==> src/rtl/fir_interp8.sv <==
// Dual-channel polyphase interpolate-by-8 FIR: one packed input beat in, one 8-sample-per-channel beat out.
// One polyphase branch is evaluated per clock for both channels; coefficients are shared and fixed at elaboration.
module fir_interp8 #(
    parameter int unsigned TAPS_PER_PHASE = 16,
    parameter int unsigned DATA_WIDTH     = 16,
    parameter int unsigned COEF_WIDTH     = 16,
    parameter int unsigned INTERP         = 8,
    parameter int unsigned CHANNELS       = 2,
    parameter int unsigned SHIFT          = 15,
    parameter logic [INTERP*TAPS_PER_PHASE*COEF_WIDTH-1:0] COEF_INIT = '0
) (
    input  logic                                  clk_i,
    input  logic                                  rst_i,
    input  logic                                  s_tvalid_i,
    output logic                                  s_tready_o,
    input  logic [CHANNELS*DATA_WIDTH-1:0]        s_tdata_i,
    output logic                                  m_tvalid_o,
    input  logic                                  m_tready_i,
    output logic [CHANNELS*INTERP*DATA_WIDTH-1:0] m_tdata_o
);

    localparam int unsigned PROD_W = DATA_WIDTH + COEF_WIDTH;
    localparam int unsigned ACC_W  = PROD_W + $clog2(TAPS_PER_PHASE);
    localparam int unsigned PH_W   = $clog2(INTERP);
    localparam int unsigned OUT_W  = CHANNELS * INTERP * DATA_WIDTH;

    localparam logic [PH_W-1:0]       LAST_PHASE = PH_W'(INTERP - 1);
    localparam logic [DATA_WIDTH-1:0] SAT_MAX    = {1'b0, {(DATA_WIDTH-1){1'b1}}};
    localparam logic [DATA_WIDTH-1:0] SAT_MIN    = {1'b1, {(DATA_WIDTH-1){1'b0}}};

    typedef enum logic [1:0] {
        IDLE    = 2'd0,
        COMPUTE = 2'd1,
        OUTPUT  = 2'd2
    } state_e;

    state_e                        state_q;
    logic [PH_W-1:0]               phase_q;
    logic signed [DATA_WIDTH-1:0]  dl_q [CHANNELS][TAPS_PER_PHASE];
    logic [OUT_W-1:0]              out_q;
    logic                          m_tvalid_q;

    logic signed [COEF_WIDTH-1:0]  coef_c [TAPS_PER_PHASE];
    logic [DATA_WIDTH-1:0]         y_d [CHANNELS];
    logic                          accept_c;

    // Input is taken from IDLE, or from OUTPUT in the same edge the pending beat drains.
    assign s_tready_o = ~rst_i & ((state_q == IDLE) | ((state_q == OUTPUT) & m_tready_i));
    assign accept_c   = s_tvalid_i & s_tready_o;
    assign m_tvalid_o = m_tvalid_q;
    assign m_tdata_o  = out_q;

    // Branch p uses every INTERP-th coefficient starting at h[p].
    always_comb begin
        for (int k = 0; k < TAPS_PER_PHASE; k++) begin
            coef_c[k] = COEF_INIT[(k * INTERP + int'(phase_q)) * COEF_WIDTH +: COEF_WIDTH];
        end
    end

    // Full-precision MAC per channel, then floor-shift and saturate to the sample width.
    always_comb begin
        logic signed [PROD_W-1:0] prod;
        logic signed [ACC_W-1:0]  acc;
        logic signed [ACC_W-1:0]  scaled;
        prod   = '0;
        acc    = '0;
        scaled = '0;
        y_d    = '{default: '0};
        for (int c = 0; c < CHANNELS; c++) begin
            acc = '0;
            for (int k = 0; k < TAPS_PER_PHASE; k++) begin
                prod = PROD_W'(dl_q[c][k]) * PROD_W'(coef_c[k]);
                acc  = acc + ACC_W'(prod);
            end
            scaled = acc >>> SHIFT;
            if ((&scaled[ACC_W-1:DATA_WIDTH-1]) || (~|scaled[ACC_W-1:DATA_WIDTH-1])) begin
                y_d[c] = scaled[DATA_WIDTH-1:0];
            end else if (scaled[ACC_W-1]) begin
                y_d[c] = SAT_MIN;
            end else begin
                y_d[c] = SAT_MAX;
            end
        end
    end

    always_ff @(posedge clk_i) begin
        if (rst_i) begin
            state_q    <= IDLE;
            phase_q    <= '0;
            m_tvalid_q <= 1'b0;
            out_q      <= '0;
            for (int c = 0; c < CHANNELS; c++) begin
                for (int k = 0; k < TAPS_PER_PHASE; k++) begin
                    dl_q[c][k] <= '0;
                end
            end
        end else begin
            // Accepts only happen in IDLE/OUTPUT, so the delay-line shift is state independent.
            if (accept_c) begin
                for (int c = 0; c < CHANNELS; c++) begin
                    dl_q[c][0] <= s_tdata_i[c*DATA_WIDTH +: DATA_WIDTH];
                    for (int k = 1; k < TAPS_PER_PHASE; k++) begin
                        dl_q[c][k] <= dl_q[c][k-1];
                    end
                end
            end

            unique case (state_q)
                IDLE: begin
                    if (accept_c) begin
                        state_q <= COMPUTE;
                        phase_q <= '0;
                    end
                end
                COMPUTE: begin
                    for (int c = 0; c < CHANNELS; c++) begin
                        out_q[(c * INTERP + int'(phase_q)) * DATA_WIDTH +: DATA_WIDTH] <= y_d[c];
                    end
                    phase_q <= phase_q + PH_W'(1);
                    if (phase_q == LAST_PHASE) begin
                        state_q    <= OUTPUT;
                        m_tvalid_q <= 1'b1;
                    end
                end
                OUTPUT: begin
                    if (m_tready_i) begin
                        m_tvalid_q <= 1'b0;
                        if (accept_c) begin
                            state_q <= COMPUTE;
                            phase_q <= '0;
                        end else begin
                            state_q <= IDLE;
                        end
                    end
                end
                default: begin
                    state_q <= IDLE;
                end
            endcase
        end
    end

endmodule

==> config.mk <==
export PLATFORM = sky130hd
export DESIGN_NAME = fir_interp8
export DESIGN_NICKNAME = d
export VERILOG_FILES = /design/src/rtl/fir_interp8.sv
export SDC_FILE = /design/constraint.sdc
export NUM_CORES = 1
export LEC_CHECK = 0
export BUFFER_PORTS_ARGS = -buffer_cell sky130_fd_sc_hd__buf_2
export CAP_MARGIN = 10
export CORE_AREA = 2 2 115 117
export DETAILED_ROUTE_END_ITERATION = 8
export DIE_AREA = 0 0 117 119
export GPL_TIMING_DRIVEN = 0
export PLACE_DENSITY_LB_ADDON = 0.15
export SLEW_MARGIN = 20
export SYNTH_ARGS = -nofsm -noshare
export SYNTH_HDL_FRONTEND = slang
export SYNTH_SLANG_ARGS = --single-unit
==> constraint.sdc <==
create_clock -name clk_i -period 1.3 [get_ports clk_i]
set_input_delay 0.13 -clock clk_i [delete_from_list [all_inputs] [get_ports clk_i]]
set_output_delay 0.13 -clock clk_i [all_outputs]
set_load 0.02 [all_outputs]
; ---- Word-level counts from Yosys, hierarchy flattened
; Memory sizes are Yosys's and may differ from the RTL's.
; Cells that the tools add are included.
[op_classes]
shifts = 20
mux = 54
add_sub_neg = 48
reduce_logical = 14
multipliers = 32
eq_ne = 6
bitwise = 37
[ops]
columns = op, n
row1 = indexed part select 2048 x 13 -> 16 bit (first input constant), 8
row2 = indexed part select 2048 x 12 -> 16 bit (first input constant), 4
row3 = indexed part select 2048 x 11 -> 16 bit (first input constant), 2
row4 = indexed part select 2048 x 10 -> 16 bit (first input constant), 1
row5 = indexed part select 2048 x 8 -> 16 bit (first input constant), 1
row6 = multiplier 16 x 16 -> 32 bit, 32
row7 = adder 36 x 32 -> 36 bit, 22
row8 = 2-to-1 mux 16 bit, 36
row9 = bitwise mux 256 bit, 2
row10 = variable shift 16 x 34 -> 256 bit (first input constant), 2
row11 = indexed part select 16 x 34 -> 256 bit, 2
row12 = adder 35 x 32 -> 36 bit, 2
row13 = adder 34 x 32 -> 35 bit, 2
row14 = adder 33 x 32 -> 34 bit, 2
row15 = adder 32 x 32 -> 33 bit, 2
row16 = adder 7 x 3 -> 8 bit (first input constant), 8
row17 = negator 7 -> 34 bit, 1
row18 = negator 9 -> 34 bit, 1
row19 = OR 1 bit, 33
row20 = adder 6 x 3 -> 7 bit (first input constant), 4
row21 = adder 5 x 3 -> 6 bit (first input constant), 2
row22 = AND reduction 6 bit, 2
row23 = OR reduction 6 bit, 2
row24 = case mux 3 bit (3 select lines), 1
row25 = 20 further kinds, 37
[totals]
wordCells = 216
mem_bits_rw = 512
mem_count = 1
reg_bits = 262
inputBits = 36
[mem_list]
columns = memory, depth, width, rd, rd_ports_with_merged_regs, write_ports, line
row1 = dl_q, 2, 256, 2, 0, 2, 39  ; logic signed [DATA_WIDTH-1:0] dl_q [CHANNELS][TAPS_PER_PHASE];

; ---- Logic depth before layout (Yosys ltp)
; Gate-level depths: netlist of the first run.
[depth]
ltp_word = 25
depth_mapped = 5
mapped_depth_nobuf = 5

; ---- Worst setup path before layout of the first run
; OpenSTA, ideal clock, no wires.
[synth_timing]
path_type = reg2reg
from = register phase_q[0]
to = register m_tvalid_q (netlist: m_tvalid_o)
path_slack_ns = 0.175
setup_time_ns = 0.117
arrival_time_ns = 1.008
stages_incl_launch_ff = 6
required_time_ns = 1.183
path_cell_list = dfxtp_1 -> ha_1 -> ha_1 -> a21oi_1 -> a2bb2oi_1 -> nor2_1
[synth_between]
elab_chain_cells = 3
[synth_rtl]
columns = element, line
row1 = from (decl), 38  ; logic [PH_W-1:0] phase_q;
row2 = from (signal assigned), 119  ; phase_q <= phase_q + PH_W'(1);
row3 = equality test 3 bit, 120  ; if (phase_q == LAST_PHASE) begin
row4 = inequality test 2 bit (no source line), -
row5 = AND reduction 3 bit (no source line), -
row6 = to (signal assigned), 90  ; m_tvalid_q <= 1'b0;
row7 = to (signal assigned), 122  ; m_tvalid_q <= 1'b1;
row8 = to (signal assigned), 127  ; m_tvalid_q <= 1'b0;
row9 = to (decl), 41  ; logic m_tvalid_q;
; No other way between the ends.
; A chain may end at the register's enable or synchronous reset.

; ---- Worst setup path after layout of the first run
[layout_timing]
from = register state_q[1]
to = output port s_tready_o
[layout_between]
elab_chain_cells = 4
[layout_rtl]
columns = element, line
row1 = from (decl), 37  ; state_e state_q;
row2 = from (signal assigned), 88  ; state_q <= IDLE;
row3 = from (signal assigned), 111  ; state_q <= COMPUTE;
row4 = from (signal assigned), 121  ; state_q <= OUTPUT;
row5 = equality test 2 bit, 48  ; assign s_tready_o = ~rst_i & ((state_q == IDLE) | ((state_q == OUTPUT) & m_tready_i));
row6 = AND 1 bit, 48
row7 = OR 1 bit *, 48
row8 = AND 1 bit *, 48
row9 = to (decl), 15  ; output logic s_tready_o,
; Every way passes the cells marked *; elsewhere a longest branch is shown, timed or not.

==> impl_results.md, run 1 <==
* Maximum number of pins on one net before global-route repair at 11
* Antenna violations before repair at 0
* Floorplan die area at 0.0139 mm^2
* Residual overflow from global routing at 0
* Diodes inserted at 0
* Count of boundary I/O pins at 294
* Maximum level of the CTS H-tree at 1
* Die height at 119 um
* Worst reg2reg path endpoint: m_tvalid_o$_SDFFE_PP0P_
* Final WL at 3.73 mm
* Floorplan Core Area at roughly 0.013 mm^2
* Post-route DRC violation count at 0
* Via count of the first global-routing pass at 1048
* Number of CTS-inserted buffers at 3
* First-pass GRT wire length at 4.86 mm
* Worst R2R Path Depth at 5
* Final worst clock skew at 0.000467 ns
* Post-route ant nets at 0
* Setup TNS after final layout at 0 ns
* Pwr dens at around 570 mW/mm^2
* Max-cap viol count at 0
* Leakage at 2.43 nW
* Yosys cell types at 24
* Signal arrival time at the worst endpoint at 1.10 ns
* Result of the run: complete, no violations
* Vias at 1629
* Warnings, synthesis at 0
* Peak Freq at a little over 800 MHz
* Post-Route Hold Slack at 0.211 ns
* Clock tree buffer depth at 2
* Number of nets in the finished design at 597
* Initial DRC Count at 6
* Number of detailed-routing iterations run before antenna repair at 3
* Critical Setup Path Class: reg2out
* Post-DR vias/cell at 2.22
* Final Setup Violations at 0
* Number of clock sinks at 6
* Maximum net fanout on the critical path at 8
* WHS Path Cells at 2
* Fin. Hold Viols at 0
* RSZ-0062 raised after global routing: false
* Endpoint, Worst Hold: m_tvalid_o$_SDFFE_PP0P_
* Post-layout minimum cycle time at about 1.2 ns
* Clk_lat worst skew at around 0.22 ns
* Source of the worst register-to-register timing path: phase_q[0]$_SDFFE_PP0P_
* Hold/Removal Path Class: in2reg
* Post-synthesis to final-layout area growth at 56.1%
* Crit end category: primary output
* Synthesized area at 0.00228 mm^2
* Highest-count cells in the layout ignoring fill and taps: 256 x buf_4, 256 x conb_1, 6 x dfxtp_1
* TritonCTS clock tree: yes
* Reg-to-reg setup timing slack at around 0.1 ns
* GRT Overall Usage at 4.24%
* Seq/Total Area, Yosys at 5.27%
* Reg clk slew, reported paths at 0.03 ns
* Gate Count Post-Synth at 295
* CTS hold repair buffers at 0
* Post-CTS repair timing setup buffer count at 0
* Buffer type at the clock tree root: clkbuf_16
* Number of buffers added on ports at 4
* CP Data Required Time at ~1.2 ns
* Sort of element at the start of the critical path: register
* Number of slew-limit violations in the final report at 0
* Register bit count reported by yosys at 6
* Layout cell share with drive strength beyond 1 at 48.8%
* Maximum vdd drop at about 0.29 mV
* GP Congestion at 0.687
* Die width at about 120 um
* # rows at 42
* Syn Area/Cell at 7.73 um^2
* Final routed wire length divided by cell count at 5.09 um
* Final period utilization at 94.9%
* Launch instance of the worst min-delay path: rst_i
* Effective utilization at floorplan at 17.7%
==> worst max-delay path, cell delays in order (launching register included) <==
cell,delay [ns]
dfxtp_1,0.29
clkbuf_8,0.15
a211oi_1,0.22
buf_2,0.21
==> metal layers <==
layer / part of all wire (%) / GRT usage (%) / vias to the layer above
met2: 57 / 9.36 / 128
met3: 17 / 1.48 / 0
li1: - / - / 915
met5: 0 / 0 / -
met4: 0 / 0.441 / 0
met1: 26 / 3.46 / 586
==> synth_stat cells <==
cell type    n  share of area [%]
a211oi_1     1               0.33
a21oi_1      3               0.66
a21oi_2      1               0.38
a2bb2oi_1    1               0.38
a31oi_1      1               0.27
buf_2        1               0.22
buf_4      256                 84
buf_6        1               0.49
clkbuf_8     1               0.60
conb_1       1               0.16
dfxtp_1      6                5.3
ha_1         2                1.1
inv_1        3               0.49
mux2i_1      1               0.44
nand2_1      2               0.33
nand2b_1     3               0.82
nand2b_4     1               0.60
nor2_1       3               0.49
nor3_2       1               0.44
nor3b_1      1               0.33
nor3b_2      1               0.55
o21ai_0      1               0.22
o21ai_1      2               0.44
o32ai_2      1               0.71
==> where the power goes <==
group / internal (mW) / switching [mW] / total (mW) / leakage [nW]
clock: 0.394 / 0.0950 / 0.489 / 0.0370
sequential: 0.194 / 0.00486 / 0.199 / 0.0490
combinational: 0.545 / 0.804 / 1.35 / 2.34
total: 1.13 / 0.904 / 2.04 / 2.43
==> how the worst max path moves through the flow <==
stage	startpoint	endpoint	slack (ns)	cells past startpoint
floorplan	phase_q[0]$_SDFFE_PP0P_	m_tvalid_o$_SDFFE_PP0P_	0.17	5
global placement	phase_q[0]$_SDFFE_PP0P_	m_tvalid_o$_SDFFE_PP0P_	0.12	5
detailed placement	phase_q[0]$_SDFFE_PP0P_	m_tvalid_o$_SDFFE_PP0P_	0.1	5
CTS	state_q[1]$_SDFFE_PP0P_	s_tready_o	0.06	3
global route	state_q[1]$_SDFFE_PP0P_	s_tready_o	0.03	3
finish	state_q[1]$_SDFFE_PP0P_	s_tready_o	0.07	3
==> cell families after synthesis <==
group / synth area share [%]
AO/OA/AOI/OAI: 3.40
adder cells (fa/ha/maj): 1.10
buffers and inverters: 86.1
flip-flops: 5.27
multiplexers: 0.439
other: 0.164
AND/OR/NAND/NOR: 3.57
==> area by class of cell <==
type / count / area, um^2
well taps: 176 / 220
repair buffers: 4 / 20.0
multi-input cells: 282 / 1160
inverters: 3 / 11.3
flip-flops and latches: 6 / 120
clock buffers: 3 / 75.1
fillers: 1452 / 9320
plain buffers: 259 / 1950
==> registers in the layout, summed over array words and instances (netlist names) <==
register,count
state_q,2
m_tvalid_o,1
phase_q,3
==> per-stage QoR <==
step                      instance area [um^2]  cells  power, mW  utilization, %  worst slack (ns)
after floorplan                           3240    550       1.48               -             0.175
after global placement                    3480    730       1.50            27.0             0.117
after detailed placement                  3480    730       1.50            27.0            0.0957
after CTS                                 3550    733       2.00            27.6            0.0633
after global routing                      3560    733       2.16            27.6            0.0289
final                                     3560    733       2.04            27.6            0.0657
==> what timing repair did <==
action | 4_1_cts | 5_1_grt
hold endpoints to repair | 0 | 0
setup endpoints to repair | 0 | 1
gates resized for setup | 0 | 1
(Power assumes the default switching activity.)
==> inputs of run 2 (changes only) <==
--- a/config.mk
+++ b/config.mk
@@ -5,11 +5,12 @@
 export SDC_FILE = /design/constraint.sdc
 export NUM_CORES = 1
 export LEC_CHECK = 0
+export ABC_CLOCK_PERIOD_IN_PS = 1300
 export BUFFER_PORTS_ARGS = -buffer_cell sky130_fd_sc_hd__buf_2
 export CAP_MARGIN = 10
-export CORE_AREA = 2 2 115 117
+export CORE_AREA = 3 3 113 115
 export DETAILED_ROUTE_END_ITERATION = 8
-export DIE_AREA = 0 0 117 119
+export DIE_AREA = 0 0 116 118
 export GPL_TIMING_DRIVEN = 0
 export PLACE_DENSITY_LB_ADDON = 0.15
 export SLEW_MARGIN = 20
==> impl_results.md, run 2 (synthesis results as in run 1) <==
* Result of the run: complete, no violations
* Sort of element at the start of the critical path: register
* Post-DP HPWL at 4.13 mm
* Floorplan die area at about 0.014 mm^2
* Signal arrival time at the worst endpoint at about 1.3 ns
* Maximum net fanout on the critical path at 3
* Effective utilization at floorplan at a little under a fifth
* Maximum vdd drop at 0.262 mV
* # rows at 40
* Final routed wire length divided by cell count at 5.87 um
* Number of slew-limit violations in the final report at 0
* Number of clock sinks at 6
* Max reg flops at 3
* Final Setup Violations at 0
* TritonCTS clock tree: yes
* Post-layout minimum cycle time at 1.21 ns
* Number of CTS-inserted buffers at 3
* Overall power consumption at 2.06 mW
* First-pass GRT wire length at 5.77 mm
* Critical Setup Path Class: reg2reg
* Post-DR vias/cell at 2.30
* Die width at 116 um
* Clk_lat worst skew at 0.23 ns
* GP Congestion at 0.743
* Post-CTS repair timing setup buffer count at 0
* Pwr dens at 586 mW/mm^2
* Highest-count cells in the layout ignoring fill and taps: 256 x buf_4, 256 x conb_1, 6 x dfxtp_1
* Layout cell share with drive strength beyond 1 at 48.7%
* Residual overflow from global routing at 0
* Maximum number of pins on one net before global-route repair at 11
* Die height at 118 um
* Clock tree buffer depth at 2
* CTS hold repair buffers at 0
* Initial DRC Count at 6
* Reg clk slew, reported paths at around 0.03 ns
* Vias at ~1600
* RSZ-0062 raised after global routing: false
* Setup TNS after final layout at 0 ns
* Fin. Hold Viols at 0
* Post-synthesis to final-layout area growth at 54.2%
* Antenna violations before repair at 0
* Number of buffers added on ports at 4
* Post-route DRC violation count at 0
* Count of boundary I/O pins at 294
* Post-CTS resize count at 0
* Via count of the first global-routing pass at 1248
* Final worst clock skew at 0.00153 ns
* Diodes inserted at 0
* CP Data Required Time at 1.42 ns
* Leakage at 2.43 nW
* Peak Freq at approximately 830 MHz
* Post-route ant nets at 0
* Max-cap viol count at 0
* Largest reg by FF count: phase_q
* Maximum level of the CTS H-tree at 1
* GRT Overall Usage at under 10%
* Crit end category: register
* Final period utilization at 92.8%
* Hold/Removal Path Class: in2reg
* Final WL at 4.13 mm
* Buffer type at the clock tree root: clkbuf_16
* Floorplan Core Area at between 0.01 and 0.015 mm^2
* Number of nets in the finished design at 597
* Number of detailed-routing iterations run before antenna repair at 3
[run 2: cell counts in the layout (fill, tap and decap cells not counted)]
No cell type changed its count.
[run 2: where the power goes]
part / leakage [nW] / internal (mW) / switching [mW]
registers: 0.0490 / 0.194 / 0.00456
clock network: 0.0370 / 0.396 / 0.113
logic: 2.34 / 0.545 / 0.809
[run 2: through the flow]
step	worst slack [ns]	utilization, %	cells	hold WS, ns	instance area, um^2
after global routing	0.0232	29.5	704	0.221	3520
after CTS	0.0972	29.5	704	0.207	3520
after detailed placement	0.105	28.9	701	0.444	3440
after floorplan	0.175	-	550	0.293	3240
after global placement	0.114	28.9	701	0.430	3440
final	0.0937	29.5	704	0.200	3520
[run 2: layout make-up]
| class | count | area [um^2] |
|---|---|---|
| Fill cell | 1294 | 8390 |
| Buffer | 259 | 1950 |
| Multi-Input combinational cell | 282 | 1150 |
| Tap cell | 147 | 184 |
| Sequential cell | 6 | 120 |
| Clock buffer | 3 | 75.1 |
| Timing Repair Buffer | 4 | 20.0 |
| Inverter | 3 | 11.3 |
[run 2: final timing paths]
kind / start / slack [ns] / cells past startpoint / end
worst max register to register: phase_q[0]$_SDFFE_PP0P_ / 0.09 / 5 / m_tvalid_o$_SDFFE_PP0P_
worst min register to register: phase_q[1]$_SDFFE_PP0P_ / 0.48 / 2 / phase_q[1]$_SDFFE_PP0P_
worst max-delay path: phase_q[0]$_SDFFE_PP0P_ / 0.09 / 5 / m_tvalid_o$_SDFFE_PP0P_
worst min-delay path: rst_i / 0.20 / 2 / state_q[1]$_SDFFE_PP0P_
[run 2: worst max-delay path: stages, from the launching register on]
cell and delay, ns:
dfxtp_1 0.31, ha_1 0.20, ha_1 0.22, a21oi_1 0.15
a2bb2oi_1 0.16, nor2_1 0.05
[run 2: metal layers]
layer  share of wire, %  track usage, %  routed length (um)  vias up
li1                   -               -                   -      914
met1                 25            3.81                1040      572
met2                 57            11.4                2370      134
met3                 17            1.95                 699        2
met4               0.51           0.870                  21        0
met5                  0               0                   0        -
